**src/rtl/alarm_setter_if.sv**
```systemverilog
// ============================================================================
// Module      : alarm_setter_if
// Description : Alarm-settings bus between the alarm setter and its consumers.
// Revision    : 1.0  initial release
// ============================================================================
`default_nettype none

interface alarm_setter_if;
    logic       set_alarm;
    logic [6:0] set_minutes;
    logic [5:0] set_hours;
    logic       editing;
    logic       edit_field;
    logic [6:0] edit_minutes;
    logic [5:0] edit_hours;

    modport master (
        output set_alarm, set_minutes, set_hours,
        output editing, edit_field, edit_minutes, edit_hours
    );

    modport slave (
        input set_alarm, set_minutes, set_hours,
        input editing, edit_field, edit_minutes, edit_hours
    );
endinterface

`default_nettype wire

```
**src/rtl/alarm_setter.sv**
```systemverilog
// ============================================================================
// Module      : alarm_setter
// Description : Two-button alarm editor: sync, debounce, hours/minutes edit FSM,
//               edit timeout and single-cycle commit strobe.
// Revision    : 1.0  initial release
// ============================================================================
`default_nettype none

module alarm_setter #(
    parameter int DEBOUNCE_CYCLES = 1000000,
    parameter int TIMEOUT_CYCLES  = 500000000
) (
    input  logic           clk,
    input  logic           rst,
    input  logic           btn_mode,
    input  logic           btn_inc,
    alarm_setter_if.master alarm
);

    localparam int DB_W  = (DEBOUNCE_CYCLES > 1) ? $clog2(DEBOUNCE_CYCLES) : 1;
    localparam int TMO_W = (TIMEOUT_CYCLES  > 1) ? $clog2(TIMEOUT_CYCLES)  : 1;

    localparam logic [DB_W-1:0]  c_db_last  = DB_W'(DEBOUNCE_CYCLES - 1);
    localparam logic [TMO_W-1:0] c_tmo_last = TMO_W'(TIMEOUT_CYCLES - 1);

    localparam logic [1:0] c_st_idle    = 2'd0;
    localparam logic [1:0] c_st_hours   = 2'd1;
    localparam logic [1:0] c_st_minutes = 2'd2;
    localparam logic [1:0] c_st_commit  = 2'd3;

    logic [1:0] w_btn_raw;
    logic [1:0] w_press;

    assign w_btn_raw = {btn_inc, btn_mode};

    for (genvar b = 0; b < 2; b++) begin : g_btn
        logic            r_sync1;
        logic            r_sync2;
        logic            r_level;
        logic            r_press;
        logic [DB_W-1:0] r_cnt;

        always_ff @(posedge clk or negedge rst) begin
            if (!rst) begin
                r_sync1 <= 1'b0;
                r_sync2 <= 1'b0;
                r_level <= 1'b0;
                r_press <= 1'b0;
                r_cnt   <= '0;
            end else begin
                r_sync1 <= w_btn_raw[b];
                r_sync2 <= r_sync1;
                r_press <= 1'b0;
                if (r_sync2 == r_level) begin
                    r_cnt <= '0;
                end else if (r_cnt == c_db_last) begin
                    // Level flips; only the rising flip is a press event.
                    r_level <= r_sync2;
                    r_press <= r_sync2;
                    r_cnt   <= '0;
                end else begin
                    r_cnt <= r_cnt + DB_W'(1);
                end
            end
        end

        assign w_press[b] = r_press;
    end

    logic w_mode;
    logic w_inc;
    assign w_mode = w_press[0];
    assign w_inc  = w_press[1] & ~w_press[0];

    logic [1:0]       r_state;
    logic [1:0]       w_state_nxt;
    logic [TMO_W-1:0] r_tmo;
    logic             w_tmo_done;
    logic             w_in_edit;
    logic             w_nxt_edit;

    logic       r_set_alarm;
    logic [6:0] r_set_minutes;
    logic [5:0] r_set_hours;
    logic       r_editing;
    logic       r_edit_field;
    logic [6:0] r_edit_minutes;
    logic [5:0] r_edit_hours;

    assign w_tmo_done = (r_tmo == c_tmo_last);
    assign w_in_edit  = (r_state == c_st_hours) || (r_state == c_st_minutes);
    assign w_nxt_edit = (w_state_nxt == c_st_hours) || (w_state_nxt == c_st_minutes);

    always_comb begin
        w_state_nxt = r_state;
        case (r_state)
            c_st_idle: begin
                if (w_mode) w_state_nxt = c_st_hours;
            end
            c_st_hours: begin
                if (w_mode)                  w_state_nxt = c_st_minutes;
                else if (!w_inc && w_tmo_done) w_state_nxt = c_st_idle;
            end
            c_st_minutes: begin
                if (w_mode)                  w_state_nxt = c_st_commit;
                else if (!w_inc && w_tmo_done) w_state_nxt = c_st_idle;
            end
            default: w_state_nxt = c_st_idle;
        endcase
    end

    always_ff @(posedge clk or negedge rst) begin
        if (!rst) begin
            r_state        <= c_st_idle;
            r_tmo          <= '0;
            r_set_alarm    <= 1'b0;
            r_set_minutes  <= '0;
            r_set_hours    <= '0;
            r_editing      <= 1'b0;
            r_edit_field   <= 1'b0;
            r_edit_minutes <= '0;
            r_edit_hours   <= '0;
        end else begin
            r_state      <= w_state_nxt;
            r_editing    <= w_nxt_edit;
            r_edit_field <= (w_state_nxt == c_st_minutes);
            r_set_alarm  <= (w_state_nxt == c_st_commit);

            // Counter runs only while staying in an edit state with no event.
            if (w_in_edit && w_nxt_edit && !w_mode && !w_inc)
                r_tmo <= r_tmo + TMO_W'(1);
            else
                r_tmo <= '0;

            if (r_state == c_st_idle && w_mode) begin
                r_edit_hours   <= r_set_hours;
                r_edit_minutes <= r_set_minutes;
            end
            if (r_state == c_st_hours && w_inc)
                r_edit_hours <= (r_edit_hours == 6'd23) ? 6'd0 : r_edit_hours + 6'd1;
            if (r_state == c_st_minutes && w_inc)
                r_edit_minutes <= (r_edit_minutes == 7'd59) ? 7'd0 : r_edit_minutes + 7'd1;
            if (r_state == c_st_minutes && w_mode) begin
                r_set_hours   <= r_edit_hours;
                r_set_minutes <= r_edit_minutes;
            end
        end
    end

    assign alarm.set_alarm    = r_set_alarm;
    assign alarm.set_minutes  = r_set_minutes;
    assign alarm.set_hours    = r_set_hours;
    assign alarm.editing      = r_editing;
    assign alarm.edit_field   = r_edit_field;
    assign alarm.edit_minutes = r_edit_minutes;
    assign alarm.edit_hours   = r_edit_hours;

endmodule

`default_nettype wire

```
**src/flat_wrapper.sv**
```systemverilog
// flat-port wrapper written by rule: the top's interface ports become plain ports
module alarm_setter_flat 
#(
    parameter int DEBOUNCE_CYCLES = 1000000,
    parameter int TIMEOUT_CYCLES  = 500000000
)
  (clk, rst, btn_mode, btn_inc, alarm_set_alarm, alarm_set_minutes, alarm_set_hours, alarm_editing, alarm_edit_field, alarm_edit_minutes, alarm_edit_hours);
  alarm_setter_if alarm_i ();
  input  logic clk;
  input  logic rst;
  input  logic btn_mode;
  input  logic btn_inc;
  output wire logic [$bits(alarm_i.set_alarm)-1:0] alarm_set_alarm;
  output wire logic [$bits(alarm_i.set_minutes)-1:0] alarm_set_minutes;
  output wire logic [$bits(alarm_i.set_hours)-1:0] alarm_set_hours;
  output wire logic [$bits(alarm_i.editing)-1:0] alarm_editing;
  output wire logic [$bits(alarm_i.edit_field)-1:0] alarm_edit_field;
  output wire logic [$bits(alarm_i.edit_minutes)-1:0] alarm_edit_minutes;
  output wire logic [$bits(alarm_i.edit_hours)-1:0] alarm_edit_hours;
  assign alarm_set_alarm = alarm_i.set_alarm;
  assign alarm_set_minutes = alarm_i.set_minutes;
  assign alarm_set_hours = alarm_i.set_hours;
  assign alarm_editing = alarm_i.editing;
  assign alarm_edit_field = alarm_i.edit_field;
  assign alarm_edit_minutes = alarm_i.edit_minutes;
  assign alarm_edit_hours = alarm_i.edit_hours;
  alarm_setter #(.DEBOUNCE_CYCLES(DEBOUNCE_CYCLES), .TIMEOUT_CYCLES(TIMEOUT_CYCLES)) u_core (.clk(clk), .rst(rst), .btn_mode(btn_mode), .btn_inc(btn_inc), .alarm(alarm_i));
endmodule
```
**config.mk**
```make
export PLATFORM = sky130hd
export DESIGN_NAME = alarm_setter_flat
export DESIGN_NICKNAME = d
export VERILOG_FILES = /design/src/rtl/alarm_setter_if.sv /design/src/rtl/alarm_setter.sv /design/src/flat_wrapper.sv
export SDC_FILE = /design/constraint.sdc
export NUM_CORES = 1
export LEC_CHECK = 0
export BUFFER_PORTS_ARGS = -buffer_cell sky130_fd_sc_hd__buf_2
export CORE_MARGIN = 2
export CORE_UTILIZATION = 41
export CTS_CLUSTER_DIAMETER = 40
export DETAILED_ROUTE_END_ITERATION = 8
export SYNTH_ARGS = -nofsm -noshare
export SYNTH_HDL_FRONTEND = slang
export SYNTH_SLANG_ARGS = --single-unit
```
**constraint.sdc**
```tcl
create_clock -name clk -period 5.7 [get_ports clk]
set_clock_uncertainty 0.15 [all_clocks]
set_input_delay 0 -clock clk [delete_from_list [all_inputs] [get_ports clk]]
set_output_delay 0 -clock clk [all_outputs]
set_load 0.02 [all_outputs]
```
; ---- After elaboration in Yosys (flattened, before gate mapping)
; Cells that the tools add are included.
[op_classes]
add_sub_neg = 5
n_eq_ne = 12
muxes = 20
bitwise_logic = 4
n_reduce_logical = 17
[ops]
columns = operator, count
row1 = $mux 20, 4
row2 = $add 20x1->20 const B, 2
row3 = $eq 20x20->1 const B, 2
row4 = $add 29x1->29 const B, 1
row5 = $eq 29x29->1 const B, 1
row6 = $mux 29, 1
row7 = $mux 7, 3
row8 = $mux 6, 3
row9 = $logic_and 1x1->1, 8
row10 = $mux 2, 4
row11 = $add 7x1->7 const B, 1
row12 = $eq 7x6->1 const B, 1
row13 = $add 6x1->6 const B, 1
row14 = $eq 2x2->1 const B, 3
row15 = $eq 6x5->1 const B, 1
row16 = $pmux 2 s3, 1
row17 = $eq 2x1->1 const B, 2
row18 = $mux 1, 4
row19 = $reduce_and 2->1, 2
row20 = $reduce_bool 2->1, 2
row21 = $not 1->1, 3
row22 = $eq 1x1->1, 2
row23 = $logic_not 1->1, 2
row24 = $logic_not 2->1, 1
row25 = 2 further kinds, 3
[totals]
register_bits = 108
inputBits = 4
word_cells = 77

; ---- Depth between registers and ports, before layout
; Gate-level depths: netlist of the first run.
[logic_depth]
ltp_word = 13
mapped_depth = 11
ltp_nobuf = 11

; ---- Worst setup path before layout of the first run
; No wires, ideal clock.
[synth_timing]
kind = register to register
from = register u_core.r_tmo[9]
to = register u_core.r_tmo[23]
setup_time_ns = 0.078
t_arrival_ns = 2.942
required_time_ns = 5.472
slack_ns = 2.530
path_stages_with_launch = 10
n_path_buf = 2
synth_period_minus_slack_ns = 3.170
path_cell_list = dfrtp_1 or4b_2 nor3_1 a31oi_1 o211a_1 ha_1 or4b_2 clkbuf_1 clkbuf_1 a21oi_1
[synth_between]
elab_chain_len = 11
elab_cells_between_ends = 14
classes_between = 1 x add/sub / 3 x eq/ne / 5 x mux / 5 x reduce/logical
[synth_lines]
columns = element, line_no
row1 = from (decl), alarm_setter.sv:77  ; logic [TMO_W-1:0] r_tmo;
row2 = from (signal assigned), alarm_setter.sv:131  ; r_tmo <= r_tmo + TMO_W'(1);
row3 = $eq 29x29->1 (*), alarm_setter.sv:90  ; assign w_tmo_done = (r_tmo == c_tmo_last);
row4 = $logic_and 1x1->1 (*), "alarm_setter.sv:102, alarm_setter.sv:106"
row5 = $mux 2 (*), "alarm_setter.sv:102, alarm_setter.sv:106"
row6 = $mux 2 (on tied branches), "alarm_setter.sv:105, alarm_setter.sv:101"
row7 = $pmux 2 s3 (*), alarm_setter.sv:96  ; case (r_state)
row8 = via u_core.w_state_nxt[1], alarm_setter.sv:76  ; logic [1:0] w_state_nxt;
row9 = $eq 2x1->1 / $eq 2x2->1 (equally long branches), alarm_setter.sv:92  ; assign w_nxt_edit = (w_state_nxt == c_st_hours) || (w_state_nxt == c_st_minutes);
row10 = $logic_or 1x1->1 (*), alarm_setter.sv:92
row11 = $logic_and 1x1->1 (*) (3 in series), alarm_setter.sv:130  ; if (w_in_edit && w_nxt_edit && !w_mode && !w_inc)
row12 = $mux 29 (*), alarm_setter.sv:130
; The timed path passes the listed nets; every way through them passes the cells marked *.
; A chain may end at the register's enable or synchronous reset.

; ---- Worst setup path in the final report of the first run
[layout_timing]
from = register u_core.r_state[0]
to = register u_core.r_tmo[17]
[layout_between]
elab_cells_between_ends = 16
classes_between = 4 x eq/ne / 6 x mux / 6 x reduce/logical
[layout_lines]
columns = element, line_no
row1 = from (decl), alarm_setter.sv:75  ; logic [1:0] r_state;
row2 = from (signal assigned), alarm_setter.sv:114  ; r_state <= c_st_idle;
row3 = from (signal assigned), alarm_setter.sv:124  ; r_state <= w_state_nxt;
row4 = $eq 2x2->1 (tied with other cells), alarm_setter.sv:96
row5 = $pmux 2 s3 (*), alarm_setter.sv:96
row6 = via u_core.w_state_nxt[1], alarm_setter.sv:76
row7 = $eq 2x1->1 / $eq 2x2->1 (equally long branches), alarm_setter.sv:92
row8 = $logic_or 1x1->1 (*), alarm_setter.sv:92
row9 = $logic_and 1x1->1 (*) (3 in series), alarm_setter.sv:130
row10 = $mux 29 (*), alarm_setter.sv:130
; Marked as above.

==> run summary, run 1 <==
The mean instance size in the synthesized netlist is 9.890 um2, and the clock latency on the worst-skew pair is 0.36 ns. Traced cell by cell, the critical path runs through inv_1, ha_1, or4_1, nor3_1, a31oi_1, o211a_1, ha_1, or4b_2, nor2_1, a41o_1. The ratio of final minimum period to clock period came out at 62.09%.

Summed over all failing endpoints, the final setup total negative slack is 0 ns. Measured against its own limit, the worst slew margin works out to 43.92%. The growth of design area from synthesis to finish came out at 12.19%. The leakage power figure was 0.002550 uW; the longest individual stage delay on the worst path was 0.96 ns. The via count of the first global-routing pass is 4,005, and the global placement routability congestion is 0.8575. Counting flops with a built-in enable in the synthesized netlist gives 0.

The floorplan step defined a core boundary enclosing 12,720 um2. Once detail routing completed, the nets flagged for antenna violations numbered 0. Pin placement for this block handled 33 I/O pins.

Sequential elements use 50.33% of the synthesized area. The peak supply drop was 0.0002468 V; the highest achievable clock rate was 0.2826 GHz. At the worst endpoint, the required time is 5.85 ns. Number of setup violations in the final report: 0. For this configuration, the core starts out at a cell density of 42.21%. The floorplan step defined a die boundary enclosing 14,030 um2.

The number of fill cells in the layout is 1,240, and the worst-case clock buffer depth is 2. The internal reg-to-reg setup slack is 2.16 ns. The worst setup path is of the flip-flop to flip-flop kind.

In the final layout, the share of cells above drive strength 1 is 12.52%. Number of port buffers: 32. The flow ran to the end, and the final reports show no timing, DRC or antenna violations.

The diode insertion count for antenna repair is 0, and the clock slew seen by the registers of the worst setup and hold paths is 0.07 ns. CTS saw 108 sinks. The netlist uses 52 different library cells.

The worst setup path is launched from a flip-flop. The floorplan step set the die height to 118.4 um. Setup repair after global routing left no endpoint under its margin.

After detailed routing, the average wire length per cell comes to 14.76 um. TritonCTS built the clock tree. For the post-synthesis net count, the log shows 558. For the pin with the worst max-slew slack, the measured transition is 0.8303 ns. The initial antenna violation count is 0. Timing analysis after detailed placement gives a worst setup slack of 2.160 ns. After detailed routing, the number of remaining DRC violations is 0.

The run gives 0 as the final-report max-slew violation count. The number of storage elements in the synthesis netlist was 108. For this run, the number of Yosys warnings is 0. In this run the cell area of the synthesized design comes to 5370 um2. For this design the ratio of total power to cell area is 242.2 nW/um2. After detailed placement, the total cell area comes to 5680 um2. The gate count of the mapped netlist was 543; the maximum level of the CTS H-tree was 3. The global-route wire length before repair was 19.00 mm; the async set or reset register ratio after synthesis was 100.0%. Kind of path behind the tightest hold check: primary input to asynchronous set/reset pin. Final count of hold timing violations: 0. Cells fill 47.35% of the core in the end.

The floorplan has 41 rows. Entering global routing, the biggest net connects 57 pins. The first detailed-routing pass ran for 4 iterations. After global routing the overflow that remains totals 0. The highest fanout seen on the critical path is 25. STA classifies the critical path endpoint as a flip-flop. In the synthesized netlist the dominant register cell turns out to be dfrtp_1. The HPWL after detailed placement is 7.534 mm. For this run, the post-layout net count is 585.

Setup slack closes at 2.161 ns. After the first detailed-routing iteration, the DRC count stood at 269. Across the run, the number of max-cap violations was 0. The clock buffer count from CTS was 9; the chip width was 118.4 um. The final route contains 4,103 vias. In the routed layout, each cell is associated on average with a via count of 5.493. Once layout is done, the placed cells without fillers occupy 6025 um2. The final layout contains routed wiring with a total length of 11.02 mm. The most numerous cell type found on the critical path is ha_1.

The root buffer cell is clkbuf_16. The clock period could shrink to 3.539 ns. For this run, the total global-route usage over all layers was measured as 16.55%. The worst slack on hold paths is 0.09323 ns. The number of instances resized during post-cts repair came out at 0. Cell at the slowest stage of the critical path: or4b_2. Data on the critical path arrives at its endpoint at 3.69 ns.
-- state kept, by name (all words and copies together), names as in the netlist --
| name | count |
|---|---|
| u_core.r_state | 2 |
| u_core.g_btn.r_cnt | 40 |
| u_core.alarm.set_hours | 6 |
| u_core.alarm.edit_field | 1 |
| u_core.alarm.edit_hours | 6 |
| u_core.r_tmo | 29 |
| u_core.g_btn.r_sync2 | 2 |
| u_core.g_btn.r_level | 2 |
| u_core.g_btn.r_sync1 | 2 |
| u_core.alarm.set_alarm | 1 |
| u_core.alarm.editing | 1 |
| u_core.alarm.set_minutes | 7 |
| u_core.g_btn.r_press | 2 |
| u_core.alarm.edit_minutes | 7 |
-- cells in the mapped netlist (2+ instances only) --
master,n,area [um2]
nor4_1,8,50.05
nor4b_1,4,35.03
and2_1,3,18.77
a31oi_1,5,31.28
or4b_2,3,30.03
xor2_1,8,70.07
inv_1,24,90.09
xnor2_1,26,227.7
o211ai_1,2,15.01
o41ai_1,2,17.52
a221o_1,4,40.04
a22oi_1,2,15.01
nand2b_1,3,18.77
mux2_2,12,135.1
dfrtp_1,108,2703
o21ai_0,25,125.1
and4_1,3,26.28
and3b_1,3,26.28
ha_1,11,137.6
or4_1,18,135.1
nand4_1,12,75.07
o211a_1,2,20.02
a21oi_1,27,135.1
and3_1,8,50.05
or4bb_1,2,22.52
nor2b_1,2,12.51
o22ai_1,4,25.02
a41o_1,2,20.02
or3_1,15,93.84
o31ai_1,15,112.6
nand2_1,45,168.9
nor2_1,52,195.2
clkbuf_1,18,67.56
nand3_1,25,125.1
nor3_1,17,85.08
mux2i_1,5,50.05
nand4b_1,3,26.28
-- cells by family after synthesis --
| group | Yosys count | share of synthesized area (%) |
|---|---|---|
| AOI/OAI and AO/OA | 94 | 11.02 |
| and+or+nand+nor | 234 | 23.79 |
| adders and majority gates | 11 | 2.563 |
| muxes | 17 | 3.448 |
| DFF | 108 | 50.33 |
| buffers and inverters | 45 | 3.308 |
| xor gates and xnor gates | 34 | 5.545 |
-- area by class of cell --
cell class	instances	area [um2]	share of cell area, %
Clock buffer	13	270.3	4.486
Clock inverter	3	43.79	0.7269
Inverter	24	90.09	1.495
Multi-Input combinational cell	390	2495	41.41
Sequential cell	108	2703	44.86
Tap cell	172	215.2	3.572
Timing Repair Buffer	37	207.7	3.448
-- through the flow --
stage	power, uW	cells
2_1_floorplan	799.8	543
3_3_place_gp	819.8	728
3_5_place_dp	820.5	728
4_1_cts	1478	747
5_1_grt	1522	747
6_report	1459	747
-- per-layer routing --
| metal | GRT usage [%] | vias to the layer above | share of wire [%] |
|---|---|---|---|
| met2 | 27.06 | 40 | 48 |
| met5 | 0 | - | 0 |
| met1 | 21.48 | 2033 | 48 |
| li1 | - | 2022 | - |
| met3 | 4.295 | 8 | 2.2 |
| met4 | 5.432 | 0 | 1.6 |
-- power by group --
group,leakage [uW],switching [uW],internal (uW),total (uW)
Sequential,0.00150,4.87,771,776
Clock,0.000156,277,377,654
Combinational,0.000899,22.6,7.40,30.0
-- repair_timing --
item / CTS / global route
setup buffers: 0 / 0
hold buffers: 3 / 0
endpoints found under the hold margin: 57 / 0
-- worst max-delay path, delay by kind of cell (launching register included) --
family | cells | cell delay [ns]
AOI/OAI and AO/OA | 3 | 0.54
buffers and inverters | 1 | 0.09
DFF | 1 | 0.41
adders and majority gates | 2 | 0.56
and+or+nand+nor | 4 | 1.73
-- path summary, 6_finish.rpt --
kind,depth (start not counted),startpoint,end
setup / recovery,10,u_core.r_state[0]$_DFF_PN0_,u_core.r_tmo[17]$_DFF_PN0_
hold / removal,2,rst,u_core.r_tmo[20]$_DFF_PN0_
setup reg to reg,10,u_core.r_state[0]$_DFF_PN0_,u_core.r_tmo[17]$_DFF_PN0_
hold reg to reg,0,u_core.g_btn[0].r_sync1$_DFF_PN0_,u_core.g_btn[0].r_sync2$_DFF_PN0_
max in group asynchronous,3,rst,u_core.g_btn[0].r_cnt[2]$_DFF_PN0_
min in group clk,2,btn_inc,u_core.g_btn[1].r_sync1$_DFF_PN0_
-- cell usage in the layout (no fill, tap or decap), types with 9 or more instances in the layout --
cell       netlist  routed
a21oi_1         27      27
buf_2            1      31
clkbuf_16        0       9
dfrtp_1        108     108
ha_1            11      11
inv_1           24      24
mux2_2          12      12
nand2_1         45      45
nand3_1         25      25
nand4_1         12      12
nor2_1          52      52
nor3_1          17      17
o21ai_0         25      25
o31ai_1         15      14
or3_1           15      15
or4_1           18      18
xnor2_1         26      26
(Power assumes the default switching activity.)
==> run 2: changes to the inputs <==
==> constraint.sdc (replaced) <==
create_clock -name clk -period 3.2 [get_ports clk]
set_clock_uncertainty 0.15 [all_clocks]
set_input_delay 0 -clock clk [delete_from_list [all_inputs] [get_ports clk]]
set_output_delay 0 -clock clk [all_outputs]
set_load 0.02 [all_outputs]
==> run 2 against run 1 <==
Effect of this change:
- cell count increased by 2.7%
- global-route usage increased by 0.21 points
- design area increased by 2.7%
- sequential power increased by 78%
- clock power increased by 82%
- count of clock-buffer cells in the layout decreased by 3
- first-iteration DRC count decreased by 8.2%
- non-clock buffer count increased by 20
- critical endpoint is now u_core.r_tmo[21]$_DFF_PN0_
- largest power group unchanged
- highest routed layer unchanged
==> run summary, run 2 (synthesized netlist as in run 1, its figures left out) <==
The number of port buffers is 32 (unchanged), and the number of instances in the placed design is 747 (+2.6%). CTS placed an instance of clkbuf_16 at the clock tree root. The minimum setup slack in the final design is 0.1928 ns (-1.968 ns), and the worst-case clock buffer depth is 2 (unchanged). The vertical die dimension is 118.4 um (unchanged), and the clock buffer count from CTS is 9 (unchanged).

The library cells used most frequently in the layout, excluding fill and tap cells, are dfrtp_1, nor2_1, nand2_1. The flip-flop count of the largest register, all copies and words added came out at 40 (unchanged). The run gives 4,231 (+3.1%) as the total number of vias. The tools report the diode insertion count for antenna repair as 0 (unchanged).

Overall overflow remaining after global route: 0 (unchanged). In this run the critical register-to-register path is launched from u_core.r_tmo[9]$_DFF_PN0_. The register with the most flip-flops is u_core.g_btn.r_cnt.

The maximum number of pins on one net before global-route repair came out at 57 (unchanged). The highest achievable clock rate was 0.3325 GHz (+18%). The number of I/O pins is 33 (unchanged). The growth of design area from synthesis to finish is 15.19%, and the fraction of layout instances using a drive strength above 1 is 15.63% (+3.1 points). The ratio of final minimum period to clock period works out to 93.98% (+32 points). The run gives 0 (unchanged) as the max-capacitance violation count. The kind of path behind the tightest hold check was primary input to asynchronous set/reset pin.

The core footprint was 12,720 um2 (unchanged). The run gives 2073 uW (+79%) as the internal power summed over all cells. The initial antenna violation count was 0 (unchanged).

For the count of non-filler cells in the finished layout, the log shows 767 (+2.7%). The transition time of the tightest slew-check pin is 0.7972 ns (-0.03315 ns), and the number of nets in the layout is 605 (+3.4%). For the part of the power in registers, the log shows 52.7% (-0.5 points). Peak supply drop: 0.0004430 V (+79%). The largest registers in the layout are u_core.g_btn.r_cnt x40, u_core.r_tmo x29.

The clock power share was 45.2% (+0.4 points); the number of sinks handled by clock tree synthesis was 108 (unchanged). The data required time at the worst endpoint is 3.32 ns (-2.53 ns), and the detailed placement HPWL is 7.666 mm (+1.8%). Portion of total power attributed to combinational logic: 2.1% (about the same). The depth of the worst register-to-register path was 8 (-2). Clock latency on the worst-skew pair: 0.36 ns (about the same). The tools report the floorplan die area as 14,030 um2 (unchanged). The row count was 41 (unchanged); the DRC violation count after routing was 0 (unchanged). The worst setup path is captured at a flip-flop. The power density normalized to cell area is 423.9 nW/um2 (+75%), and the remaining number of nets flagged by the antenna check after routing is 0 (unchanged). The post-layout minimum cycle time came out at 3.007 ns (-0.5318 ns).

The aggregate global-route resource usage was 16.77% (+0.21 points). The logs give 10.96 mm (-0.59%) for the total wire length after detailed routing and 0.8569 (about the same) for the global placement routability congestion. The average vias per placed instance is 5.516 (+0.43%), and the longest individual stage delay on the worst path is 0.68 ns (-0.28 ns). The run gives 19.44 mm (+2.3%) as the global-route wire length before repair.

The highest fanout seen on the critical path was 8 (-68%). The area of combinational cells with multiple inputs was 2505 um2 (+0.40%); the number of fill cells in the layout was 1,219 (-1.7%). The tools report the via count of the first global-routing pass as 4,147 (+3.5%). The flow ran to the end, and the final reports show no timing, DRC or antenna violations. Setup repair after global routing left no endpoint under its margin. The clock slew seen by the registers of the worst setup and hold paths is 0.07 ns (about the same), and the chip width is 118.4 um (unchanged).

For the setup slack after placement, the log shows -0.01353 ns (-2.173 ns). The first-pass iteration count of the detailed router came out at 4 (unchanged). The number of setup violations in the final report is 0 (unchanged). The critical path starts at u_core.r_tmo[9]$_DFF_PN0_. Wire length per cell: 14.29 um (-3.2%). The library cell used most frequently in the layout, excluding fill and tap cells, is dfrtp_1. The power after layout is 2622 uW (+80%). The switching share of total power works out to 20.95% (+0.12 points). The run gives 549.5 uW (+81%) as the switching power. The final-report max-slew violation count came out at 0 (unchanged). Worst max-slew margin expressed relative to the limit: 46.16% (+2.2 points). The logs give 3 (unchanged) for the maximum level of the CTS H-tree and 0 (unchanged) for the final count of hold timing violations. STA classifies the critical path startpoint as a flip-flop.

The run gives 247 (-8.2%) as the initial DRC count. Initial core utilization: 42.21% (unchanged). The signal on the critical path passes through or4b_2, nor3_1, a31oi_1, o211a_1, ha_1, or4b_4, buf_4, a21oi_1.

Register cell area after layout: 2703 um2 (unchanged). The worst setup path is of the flip-flop to flip-flop kind. The slowest stage of the critical path is the or4b_2 cell.

TritonCTS built the clock tree. For the data arrival at the endpoint of the critical path, the log shows 3.13 ns (-0.56 ns). The leakage power figure was 0.002647 uW (+3.8%).
[run 2: layout make-up]
class	instances	share of cell area, %
flip-flops and latches	108	43.69
clock inverters	6	1.396
well taps	172	3.479
repair buffers	57	5.785
inverters	24	1.456
clock buffers	10	3.701
multi-input cells	390	40.49
[run 2: critical path: cells and delay by family (launching register included)]
family | cells | cell delay [ns]
AO/OA/AOI/OAI | 3 | 0.44
buffers and inverters | 1 | 0.19
AND/OR/NAND/NOR | 3 | 1.48
flip-flops | 1 | 0.37
adder cells (fa/ha/maj) | 1 | 0.30
[run 2: final timing paths]
check	end	slack, ns
max reg2reg	u_core.r_tmo[21]$_DFF_PN0_	0.19
min reg2reg	u_core.g_btn[1].r_sync2$_DFF_PN0_	0.21
min in group clk	u_core.g_btn[0].r_sync1$_DFF_PN0_	0.14
min	u_core.r_tmo[24]$_DFF_PN0_	0.08
max	u_core.r_tmo[21]$_DFF_PN0_	0.19
max in group asynchronous	u_core.r_tmo[5]$_DFF_PN0_	1.98
[run 2: per-stage QoR]
step,util [%],instance area (um2),hold WS (ns),TNS (ns)
floorplan,-,5370,-0.4456,0
global placement,45.77,5823,-0.04418,0
detailed placement,45.77,5823,-0.04455,-0.02857
CTS,48.56,6178,0.1231,0
global route,48.62,6186,0.1189,0
finish,48.62,6186,0.08411,0
[run 2: routing by layer]
metal | vias up | global-route usage [%] | wire length [um]
met5 | - | 0 | 0
met4 | 0 | 5.208 | 168
met3 | 17 | 4.488 | 373
met2 | 62 | 27.49 | 5368
met1 | 2083 | 21.71 | 5048
li1 | 2069 | - | -
[run 2: power by group through the flow]
stage	logic, uW	clock network [uW]	registers [uW]
after floorplan	18.2	0	1410
after global placement	53.8	0	1410
after detailed placement	55.7	0	1410
after CTS	58.7	1230	1380
after global routing	65.1	1290	1380
final	54.7	1190	1380
[run 2: timing repair]
| action | 4_1_cts | 5_1_grt |
|---|---|---|
| endpoints found under the setup margin | 17 | 3 |
| hold buffers | 3 | 0 |
| endpoints found under the hold margin | 56 | 0 |
| buffers inserted | 0 | 1 |
| resized for setup | 2 | 0 |
| pin swaps | 0 | 2 |
